--- config.mk ---
export PLATFORM = sky130hd
export DESIGN_NAME = decryption_dispatch_flat
export DESIGN_NICKNAME = d
export VERILOG_FILES = /design/src/rtl/decryption_dispatch_pkg.sv /design/src/rtl/decryption_dispatch_if.sv /design/src/rtl/decryption_dispatch_unpacker.sv /design/src/rtl/decryption_dispatch.sv /design/src/flat_wrapper.sv
export SDC_FILE = /design/constraint.sdc
export NUM_CORES = 1
export LEC_CHECK = 0
export ABC_AREA = 1
export ABC_CLOCK_PERIOD_IN_PS = 5200
export BUFFER_PORTS_ARGS = -buffer_cell sky130_fd_sc_hd__buf_2
export CAP_MARGIN = 30
export CORE_UTILIZATION = 43
export CTS_CLUSTER_SIZE = 30
export DETAILED_ROUTE_END_ITERATION = 10
export HOLD_SLACK_MARGIN = 0.12
export PLACE_DENSITY = 0.69
export REMOVE_ABC_BUFFERS = 1
export SLEW_MARGIN = 10
export SYNTH_ARGS = -nofsm -noshare
export SYNTH_HDL_FRONTEND = slang
export SYNTH_SLANG_ARGS = --single-unit
--- constraint.sdc ---
create_clock -name clk_sys -period 5.2 [get_ports clk_sys]
set_clock_uncertainty 0.2 [all_clocks]
set_input_delay 1.04 -clock clk_sys [delete_from_list [all_inputs] [get_ports clk_sys]]
set_output_delay 1.04 -clock clk_sys [all_outputs]
set_load 0.02 [all_outputs]
--- src/rtl/decryption_dispatch_pkg.sv ---
// Shared definitions for the decryption dispatch front/back end:
// end-of-message default, message FSM states and an elaboration-time clog2.
package decryption_pkg;

   localparam logic [7:0] EOM_CHAR_DEFAULT = 8'hFA;

   typedef enum logic {
      IDLE = 1'b0,
      MSG  = 1'b1
   } state_e;

   // Loop stops at bit 30 so the signed shift never wraps negative.
   function automatic int clog2(input int value);
      int result;
      result = 0;
      for (int i = 0; i < 31; i++) begin
         if ((32'sd1 << i) < value) begin
            result = i + 1;
         end
      end
      return result;
   endfunction

endpackage

--- src/rtl/decryption_dispatch_if.sv ---
// Master-side input stream: word, valid, message select and the busy back-pressure.
interface decryption_dispatch_if #(
   parameter int MST_DWIDTH = 32,
   parameter int SEL_WIDTH  = 2
);
   logic [SEL_WIDTH-1:0]  select;
   logic [MST_DWIDTH-1:0] data_i;
   logic                  valid_i;
   logic                  busy;

   modport master (
      output select,
      output data_i,
      output valid_i,
      input  busy
   );

   modport slave (
      input  select,
      input  data_i,
      input  valid_i,
      output busy
   );
endinterface

--- src/rtl/decryption_dispatch_unpacker.sv ---
// Word buffer that releases one byte per unstalled edge, MSB slice first,
// and discards the rest of the word once the end-of-message byte goes out.
module word_unpacker
   import decryption_pkg::*;
#(
   parameter int                    MST_DWIDTH = 32,
   parameter int                    SYS_DWIDTH = 8,
   parameter logic [SYS_DWIDTH-1:0] EOM_CHAR   = SYS_DWIDTH'(EOM_CHAR_DEFAULT)
) (
   input  logic                  clk_sys,
   input  logic                  rst,
   input  logic                  load_i,
   input  logic [MST_DWIDTH-1:0] word_i,
   input  logic                  stall_i,
   output logic                  busy_o,
   output logic                  emit_o,
   output logic [SYS_DWIDTH-1:0] byte_o,
   output logic                  eom_o
);
   localparam int R     = MST_DWIDTH / SYS_DWIDTH;
   localparam int CNT_W = clog2(R + 1);

   logic [MST_DWIDTH-1:0] buf_q, buf_d;
   logic [CNT_W-1:0]      cnt_q, cnt_d;

   assign busy_o = (cnt_q != CNT_W'(0));
   assign emit_o = busy_o && !stall_i;
   assign byte_o = buf_q[MST_DWIDTH-1 -: SYS_DWIDTH];
   assign eom_o  = emit_o && (byte_o == EOM_CHAR);

   // Next buffer/count: load a fresh word, shift out one byte, or hold on stall.
   always_comb begin
      buf_d = buf_q;
      cnt_d = cnt_q;
      if (load_i) begin
         buf_d = word_i;
         cnt_d = CNT_W'(R);
      end else if (eom_o) begin
         cnt_d = CNT_W'(0);
      end else if (emit_o) begin
         buf_d = buf_q << SYS_DWIDTH;
         cnt_d = cnt_q - CNT_W'(1);
      end else begin
         buf_d = buf_q;
         cnt_d = cnt_q;
      end
   end

   // Buffer and count registers.
   always_ff @(posedge clk_sys or posedge rst) begin
      if (rst) begin
         buf_q <= '0;
         cnt_q <= '0;
      end else begin
         buf_q <= buf_d;
         cnt_q <= cnt_d;
      end
   end
endmodule

--- src/rtl/decryption_dispatch.sv ---
// Dispatches unpacked message bytes to NUM_CH decryption engines with the channel
// locked for a whole message, and merges engine results onto one registered stream.
module decryption_dispatch
   import decryption_pkg::*;
#(
   parameter int                    MST_DWIDTH = 32,
   parameter int                    SYS_DWIDTH = 8,
   parameter int                    NUM_CH     = 3,
   parameter int                    SEL_WIDTH  = 2,
   parameter logic [SYS_DWIDTH-1:0] EOM_CHAR   = SYS_DWIDTH'(EOM_CHAR_DEFAULT)
) (
   input  logic                         clk_sys,
   input  logic                         rst,
   decryption_dispatch_if.slave         in_if,
   output logic [NUM_CH*SYS_DWIDTH-1:0] ch_data_o,
   output logic [NUM_CH-1:0]            ch_valid_o,
   input  logic [NUM_CH-1:0]            ch_busy_i,
   input  logic [NUM_CH*SYS_DWIDTH-1:0] eng_data_i,
   input  logic [NUM_CH-1:0]            eng_valid_i,
   output logic [SYS_DWIDTH-1:0]        data_o,
   output logic                         valid_o,
   output logic [SEL_WIDTH-1:0]         active_ch,
   output logic                         sel_error,
   output logic                         collision
);
   if ((MST_DWIDTH % SYS_DWIDTH) != 0) begin : g_bad_width
      $error("decryption_dispatch: MST_DWIDTH must be a multiple of SYS_DWIDTH");
   end
   if (SEL_WIDTH < clog2(NUM_CH)) begin : g_bad_sel
      $error("decryption_dispatch: SEL_WIDTH too narrow for NUM_CH");
   end
   if ((NUM_CH < 2) || (NUM_CH > 16)) begin : g_bad_ch
      $error("decryption_dispatch: NUM_CH must be within 2..16");
   end

   // One extra bit so NUM_CH == 2**SEL_WIDTH still compares correctly.
   localparam logic [SEL_WIDTH:0] NUM_CH_W = (SEL_WIDTH + 1)'(NUM_CH);

   state_e                        state_q;
   logic [SEL_WIDTH-1:0]          active_ch_q;
   logic                          sel_error_q;
   logic [NUM_CH*SYS_DWIDTH-1:0]  ch_data_q;
   logic [NUM_CH-1:0]             ch_valid_q;
   logic [SYS_DWIDTH-1:0]         data_q;
   logic                          valid_q;
   logic                          collision_q;

   logic                  accept_s, sel_ok_s, load_s, stall_s;
   logic                  busy_s, emit_s, eom_s;
   logic [SYS_DWIDTH-1:0] byte_s;
   logic [SYS_DWIDTH-1:0] merge_data_s;
   logic                  collision_s;

   assign accept_s = in_if.valid_i && !busy_s;
   assign sel_ok_s = ({1'b0, in_if.select} < NUM_CH_W);
   assign load_s   = accept_s && ((state_q == MSG) || sel_ok_s);

   // Back-pressure from the engine currently owning the message.
   always_comb begin
      stall_s = 1'b0;
      for (int k = 0; k < NUM_CH; k++) begin
         stall_s = stall_s | ((active_ch_q == SEL_WIDTH'(k)) & ch_busy_i[k]);
      end
   end

   word_unpacker #(
      .MST_DWIDTH (MST_DWIDTH),
      .SYS_DWIDTH (SYS_DWIDTH),
      .EOM_CHAR   (EOM_CHAR)
   ) u_unpacker (
      .clk_sys (clk_sys),
      .rst     (rst),
      .load_i  (load_s),
      .word_i  (in_if.data_i),
      .stall_i (stall_s),
      .busy_o  (busy_s),
      .emit_o  (emit_s),
      .byte_o  (byte_s),
      .eom_o   (eom_s)
   );

   // Message FSM: channel is latched only when a message opens.
   always_ff @(posedge clk_sys or posedge rst) begin
      if (rst) begin
         state_q     <= IDLE;
         active_ch_q <= '0;
         sel_error_q <= 1'b0;
      end else begin
         sel_error_q <= 1'b0;
         case (state_q)
            IDLE: begin
               if (accept_s && sel_ok_s) begin
                  active_ch_q <= in_if.select;
                  state_q     <= MSG;
               end else if (accept_s) begin
                  sel_error_q <= 1'b1;
               end else begin
                  state_q <= IDLE;
               end
            end
            MSG: begin
               if (eom_s) begin
                  state_q <= IDLE;
               end else begin
                  state_q <= MSG;
               end
            end
            default: state_q <= IDLE;
         endcase
      end
   end

   // Byte routing; slices of idle engines keep their last byte.
   always_ff @(posedge clk_sys or posedge rst) begin
      if (rst) begin
         ch_data_q  <= '0;
         ch_valid_q <= '0;
      end else begin
         ch_valid_q <= '0;
         for (int k = 0; k < NUM_CH; k++) begin
            if (emit_s && (active_ch_q == SEL_WIDTH'(k))) begin
               ch_data_q[k*SYS_DWIDTH +: SYS_DWIDTH] <= byte_s;
               ch_valid_q[k]                         <= 1'b1;
            end
         end
      end
   end

   // Lowest-index valid engine wins the merge.
   always_comb begin
      merge_data_s = '0;
      for (int k = NUM_CH - 1; k >= 0; k--) begin
         merge_data_s = eng_valid_i[k] ? eng_data_i[k*SYS_DWIDTH +: SYS_DWIDTH] : merge_data_s;
      end
      collision_s = ($countones(eng_valid_i) > 32'sd1);
   end

   // Registered output merge.
   always_ff @(posedge clk_sys or posedge rst) begin
      if (rst) begin
         data_q      <= '0;
         valid_q     <= 1'b0;
         collision_q <= 1'b0;
      end else begin
         valid_q     <= |eng_valid_i;
         collision_q <= collision_s;
         if (|eng_valid_i) begin
            data_q <= merge_data_s;
         end else begin
            data_q <= data_q;
         end
      end
   end

   assign in_if.busy = busy_s;
   assign ch_data_o  = ch_data_q;
   assign ch_valid_o = ch_valid_q;
   assign data_o     = data_q;
   assign valid_o    = valid_q;
   assign active_ch  = active_ch_q;
   assign sel_error  = sel_error_q;
   assign collision  = collision_q;
endmodule

--- src/flat_wrapper.sv ---
// flat-port wrapper written by rule: the top's interface ports become plain ports
module decryption_dispatch_flat import decryption_pkg::*;
#(
   parameter int                    MST_DWIDTH = 32,
   parameter int                    SYS_DWIDTH = 8,
   parameter int                    NUM_CH     = 3,
   parameter int                    SEL_WIDTH  = 2,
   parameter logic [SYS_DWIDTH-1:0] EOM_CHAR   = SYS_DWIDTH'(EOM_CHAR_DEFAULT)
)
  (clk_sys, rst, ch_data_o, ch_valid_o, ch_busy_i, eng_data_i, eng_valid_i, data_o, valid_o, active_ch, sel_error, collision, in_if_select, in_if_data_i, in_if_valid_i, in_if_busy);
  decryption_dispatch_if #(.MST_DWIDTH(MST_DWIDTH), .SEL_WIDTH(SEL_WIDTH)) in_if_i ();
  input  logic clk_sys;
  input  logic rst;
  output logic [NUM_CH*SYS_DWIDTH-1:0] ch_data_o;
  output logic [NUM_CH-1:0] ch_valid_o;
  input  logic [NUM_CH-1:0] ch_busy_i;
  input  logic [NUM_CH*SYS_DWIDTH-1:0] eng_data_i;
  input  logic [NUM_CH-1:0] eng_valid_i;
  output logic [SYS_DWIDTH-1:0] data_o;
  output logic valid_o;
  output logic [SEL_WIDTH-1:0] active_ch;
  output logic sel_error;
  output logic collision;
  input wire logic [$bits(in_if_i.select)-1:0] in_if_select;
  input wire logic [$bits(in_if_i.data_i)-1:0] in_if_data_i;
  input wire logic [$bits(in_if_i.valid_i)-1:0] in_if_valid_i;
  output wire logic [$bits(in_if_i.busy)-1:0] in_if_busy;
  assign in_if_i.select = in_if_select;
  assign in_if_i.data_i = in_if_data_i;
  assign in_if_i.valid_i = in_if_valid_i;
  assign in_if_busy = in_if_i.busy;
  decryption_dispatch #(.MST_DWIDTH(MST_DWIDTH), .SYS_DWIDTH(SYS_DWIDTH), .NUM_CH(NUM_CH), .SEL_WIDTH(SEL_WIDTH), .EOM_CHAR(EOM_CHAR)) u_core (.clk_sys(clk_sys), .rst(rst), .in_if(in_if_i), .ch_data_o(ch_data_o), .ch_valid_o(ch_valid_o), .ch_busy_i(ch_busy_i), .eng_data_i(eng_data_i), .eng_valid_i(eng_valid_i), .data_o(data_o), .valid_o(valid_o), .active_ch(active_ch), .sel_error(sel_error), .collision(collision));
endmodule
Word level (Yosys, flattened, before mapping):

Index checks and enable logic that the tools add are counted.

* bits of input ports: 67
* output and inout bits: 41
* flip-flop bits (word level): 76

* $lt $le $gt $ge: 2
* bitwise logic cells: 6
* mux-type cells: 18
* reductions and logical operators: 18
* add/subtract/negate cells: 3
* equality and inequality tests: 4

Operators with widths (count)
* two-way mux 32 bit: 3
* adder 32 x 1 -> 32 bit: 1
* greater-than comparator 32 x 2 -> 1 bit (second input constant): 1
* two-way mux 8 bit: 3
* two-way mux 3 bit: 3
* equality test 8 bit (second input constant): 1
* logical AND 1 bit: 8
* two-way mux 1 bit: 8
* nonzero test 3 bit: 2
* AND reduction 2 bit: 2
* bitwise AND 1 bit: 3
* OR reduction 3 bit: 1
* subtractor 3 x 1 -> 3 bit (second input constant): 1
* adder 1 x 1 -> 2 bit: 1
* equality test 2 x 1 -> 1 bit (second input constant): 1
* equality test 2 bit (second input constant): 1
* zero test 1 bit: 2
* zero test 2 bit: 1
* < comparator 2 bit (second input constant): 1
* != test 2 x 1 -> 1 bit (second input constant): 1
* bitwise OR 1 bit: 2
* one-hot mux 1 bit (2 select lines): 1
* nonzero test 2 bit: 1
* logical OR 1 bit: 1
* inverter 1 bit: 1

Longest topological paths before layout:

* word-level depth: 9
* mapped depth: 12

Hierarchy:

From an unflattened synthesis, not the netlist that was laid out.

* cell total of the unflattened synthesis: 464
* area total of the unflattened synthesis: 3847.4 um^2

Modules (own cells, without submodules)
* word_unpacker: cells an instance 268, area each 1965.6 um^2, instances 1
* decryption_dispatch: cells an instance 196, area each 1881.8 um^2, instances 1

Worst setup path after synthesis:

OpenSTA, ideal clock, no wires.

* path type: input port to flip-flop
* start: input port eng_valid_i[1]
* end: register u_core.data_q[0], in the netlist u_core.data_o[0]
* setup slack: 2.667 ns
* stages: 9
* path buffers: 2
* data arrival time: 2.211 ns
* setup time: 0.122 ns
* path through: clkbuf_1 clkbuf_1 inv_1 ha_1 inv_1 nor2_2 clkinv_1 nor2_1 a21oi_1

* word-level cells in the longest chain between the ends: 2
* elaborated cells between the ends (all ways): 3
* those cells by class: mux: 2; reduce/logical: 1

Ends and longest elaborated chain
* start, declared: RTL line flat_wrapper.sv:18 `input logic [NUM_CH-1:0] eng_valid_i;`
* two-way mux 8 bit (2 in a row): RTL line decryption_dispatch.sv:133 `merge_data_s = eng_valid_i[k] ? eng_data_i[k*SYS_DWIDTH +: SYS_DWIDTH] : merge_data_s;`
* end signal, assigned: RTL line decryption_dispatch.sv:148 `data_q <= merge_data_s;`
* end signal, assigned: RTL line decryption_dispatch.sv:150 `data_q <= data_q;`
* end, declared: RTL line decryption_dispatch.sv:44 `logic [SYS_DWIDTH-1:0] data_q;`

Parallel ways exist; a longest one is shown, timed or not.
A chain may end at the register's enable or synchronous reset.

Final worst setup path:

* start: register u_core.u_unpacker.cnt_q[0]
* end: register u_core.u_unpacker.cnt_q[1]

* word-level cells in the longest chain between the ends: 5
* elaborated cells between the ends (all ways): 11
* those cells by class: add/sub: 1; mux: 3; reduce/logical: 7

Ends and longest elaborated chain
* start, declared: RTL line decryption_dispatch_unpacker.sv:24 `logic [CNT_W-1:0] cnt_q, cnt_d;`
* start signal, assigned: RTL line decryption_dispatch_unpacker.sv:56 `cnt_q <= cnt_d;`
* parallel branches: the longest is 5 deep, another holds subtractor 3 x 1 -> 3 bit

Parallel ways; which one is timed is not known. The select of a mux whose other input is x is not followed.

==> summary.txt <==
Status
  – Run status: completed

Global routing
  – GRT Resource Usage Total: 19.66%
  – Grt ovf: 0
  – Vias in the first global route: between 3000 and 4000
  – Largest net degree at the start of global routing: 56
  – Initial antenna violation count: 0
  – First-pass GRT wire length: around 14 mm

Synth
  – Synth Area per Inst: 8.193 um2
  – Synth area leaders: dfrtp_1 (52%), nand2_1 (15%), nand3_1 (11%)
  – Mapped cell area: approximately 3700 um2
  – Yosys reg bits: 76
  – Yosys top cell area share: ~52%
  – Library cells used by synthesis: 24
  – Synth Warn #: 0
  – Sequential-to-total area share from yosys stat: between 50% and 60%
  – Ys flop type: dfrtp_1
  – Post-synth EDFFs: 0
  – Cells after synthesis: roughly 450
  – Post-synth top area cell: dfrtp_1
  – Async SR Flop Fraction: 100.0%

STA
  – FMAX: 0.3546 GHz
  – Setup ws final: around 2.4 ns
  – Max-slew violation count: 0
  – Final setup viols: 0
  – Period minus WS final: 2.820 ns
  – Setup TNS: 0 ns
  – Fin crit share: 54.23%
  – Slew margin rel.: around half
  – Final Hold Fails: 0
  – RSZ-0062 raised after global routing: no
  – Worst-Margin Slew: 0.7747 ns

Critical path
  – Delay-heaviest family, CP: buffers and inverters
  – Slowest-stage cell, CP: buf_4
  – Setup CP Type: reg2reg
  – CP required: 5.26 ns
  – CP most frequent cell: inv_1
  – Cell Chain, Critical Path: inv_1 -> ha_1 -> ha_1 -> nand2_1 -> inv_1 -> nand2_2 -> buf_4 -> inv_1 -> nor2_1 -> nand2_1 -> o21ai_0
  – Nature of the critical path startpoint: flop
  – Worst endpoint data arrival time: 2.88 ns
  – Crit path capture type: flop
  – Buf/Inv on CP: 4
  – CP max FO: 55
  – Worst path max stage delay: approximately 0.46 ns

Floorplanning
  – Die height: 94.49 um
  – Die width: 94.49 um
  – Core footprint: 8258 um2
  – Die area: 8928 um2
  – Initial Utilization: 44.55%
  – Std-Cell Rows: 33
  – I/O pin count: 108

Place
  – Place WS: 1.688 ns
  – PortBufs: 107
  – RD Place Congestion: between 0.7 and 0.8
  – Cells after DPL: 639
  – Detailed placer's ending HPWL: 5.643 mm

Finish
  – Diode count: 0
  – Core Util, Final: 54.21%
  – Most common cell after layout, fill and taps aside: nand2_1
  – Layout Nets: 618
  – Post-route insts no fill: 657
  – Commonest non-fill, non-tap cells in the layout: nand2_1 (147), buf_2 (107), nand3_1 (83)
  – Share of layout cells above drive strength 1: a little over a quarter
  – Area Growth Syn to Fin: 21.70%

Drt
  – DR pass1 iterations: 4
  – 1st-iter DRT viols: approximately 120
  – Final wirelength: 8.222 mm
  – ANT nets after route: 0
  – DR vias: 3217
  – DR vias/cell: slightly below 5
  – DR WL/cell: 12.51 um
  – Remaining routing DRC violations: 0

Clocking
  – Skew-Pair Late Insertion Delay: about 0.34 ns
  – Cts bufs inserted: 9
  – Post-CTS Setup Bufs: 0
  – CTS tree: done
  – Clock Path Buffers: 2
  – # hold bufs at CTS: 0
  – CTS sink cnt: 76
  – H-Tree Depth: 3
  – Post-CTS Resized: 0
  – Clk slew on worst S/H paths: 0.08 ns
  – Clock tree root driver cell: clkbuf_8

Power
  – Peak VDD IR: 0.0002333 V
  – Pleak: 2.517 nW
  – Power per Cell Area: around 500 nW/um2
  – Total power draw: 2.293 mW

Hold path
  – Worst hold path type: reg2reg

Job
  – Reported max-cap violation count: 0
-- path summary, 6_finish.rpt --
path | startpoint | end | slack [ns] | cells past startpoint
max in group asynchronous | rst | u_core.u_unpacker.buf_q[4] | 3.55 | 4
min in group asynchronous | rst | u_core.valid_o | 0.33 | 2
setup / recovery | u_core.u_unpacker.cnt_q[0] | u_core.u_unpacker.cnt_q[1] | 2.38 | 11
setup reg to reg | u_core.u_unpacker.cnt_q[0] | u_core.u_unpacker.cnt_q[1] | 2.38 | 11
hold reg to reg | u_core.state_q | u_core.state_q | 0.28 | 2
hold / removal | u_core.state_q | u_core.state_q | 0.28 | 2
-- worst register-to-register path, stage by stage (launching register included) --
cell and delay (ns):
dfrtp_1 0.35, inv_1 0.06, ha_1 0.19, ha_1 0.20
nand2_1 0.08, inv_1 0.33, nand2_2 0.21, buf_4 0.46
inv_1 0.33, nor2_1 0.21, nand2_1 0.06, o21ai_0 0.07
-- report_power, final --
| group | leakage (nW) | internal, mW | switching (mW) |
|---|---|---|---|
| clock network | 0.114 | 0.288 | 0.227 |
| logic | 1.41 | 0.295 | 0.631 |
| registers | 0.996 | 0.760 | 0.0914 |
| total | 2.52 | 1.34 | 0.949 |
-- cell type report --
type / count / area, um2
fill: 822 / 3781
sequential: 76 / 1902
tap: 105 / 131.4
multi-input combinational: 317 / 1503
clock buffer: 10 / 137.6
timing repair buffer: 112 / 593.1
clock inverter: 6 / 93.84
inverter: 31 / 116.4
-- per-stage QoR --
step                      hold WS, ns  cell area (um2)
after global routing           0.2911             4477
final                          0.2796             4477
after floorplan                0.2419             3518
after detailed placement       0.2606             4210
after CTS                      0.2795             4442
after global placement         0.2585             4210
-- registers in the layout, indices dropped and copies added (netlist names) --
signal                   cells
u_core.active_ch             2
u_core.ch_data_o            24
u_core.ch_valid_o            3
u_core.collision             1
u_core.data_o                8
u_core.sel_error             1
u_core.state_q               1
u_core.u_unpacker.buf_q     32
u_core.u_unpacker.cnt_q      3
u_core.valid_o               1
-- synthesized netlist by cell type, types with 2 or more instances --
cell type	number
a21oi_1	16
buf_1	2
buf_2	8
buf_6	7
clkbuf_1	7
clkinv_1	2
dfrtp_1	76
ha_1	4
inv_1	29
nand2_1	148
nand2_2	2
nand2_4	5
nand3_1	83
nor2_1	16
o21ai_0	12
o21ai_1	17
o21ai_2	8
-- kinds of logic (layout without fill, tap and decap cells) --
logic type	after synthesis	count (layout)	share of synthesized area [%]
and+or+nand+nor	258	258	30.99
AOI/OAI and AO/OA	55	55	8.436
DFF	76	76	51.70
adders and majority gates	4	4	1.361
buffers and inverters	56	159	7.517
-- metal layers --
layer | up-vias | wire length (um) | GRT usage [%]
li1 | 1649 | - | -
met1 | 1481 | 3738 | 24.83
met2 | 85 | 4011 | 33.76
met3 | 2 | 453 | 4.750
met4 | 0 | 19 | 5.177
met5 | - | 0 | 0
Note: power is estimated with default switching activity, not from simulation.
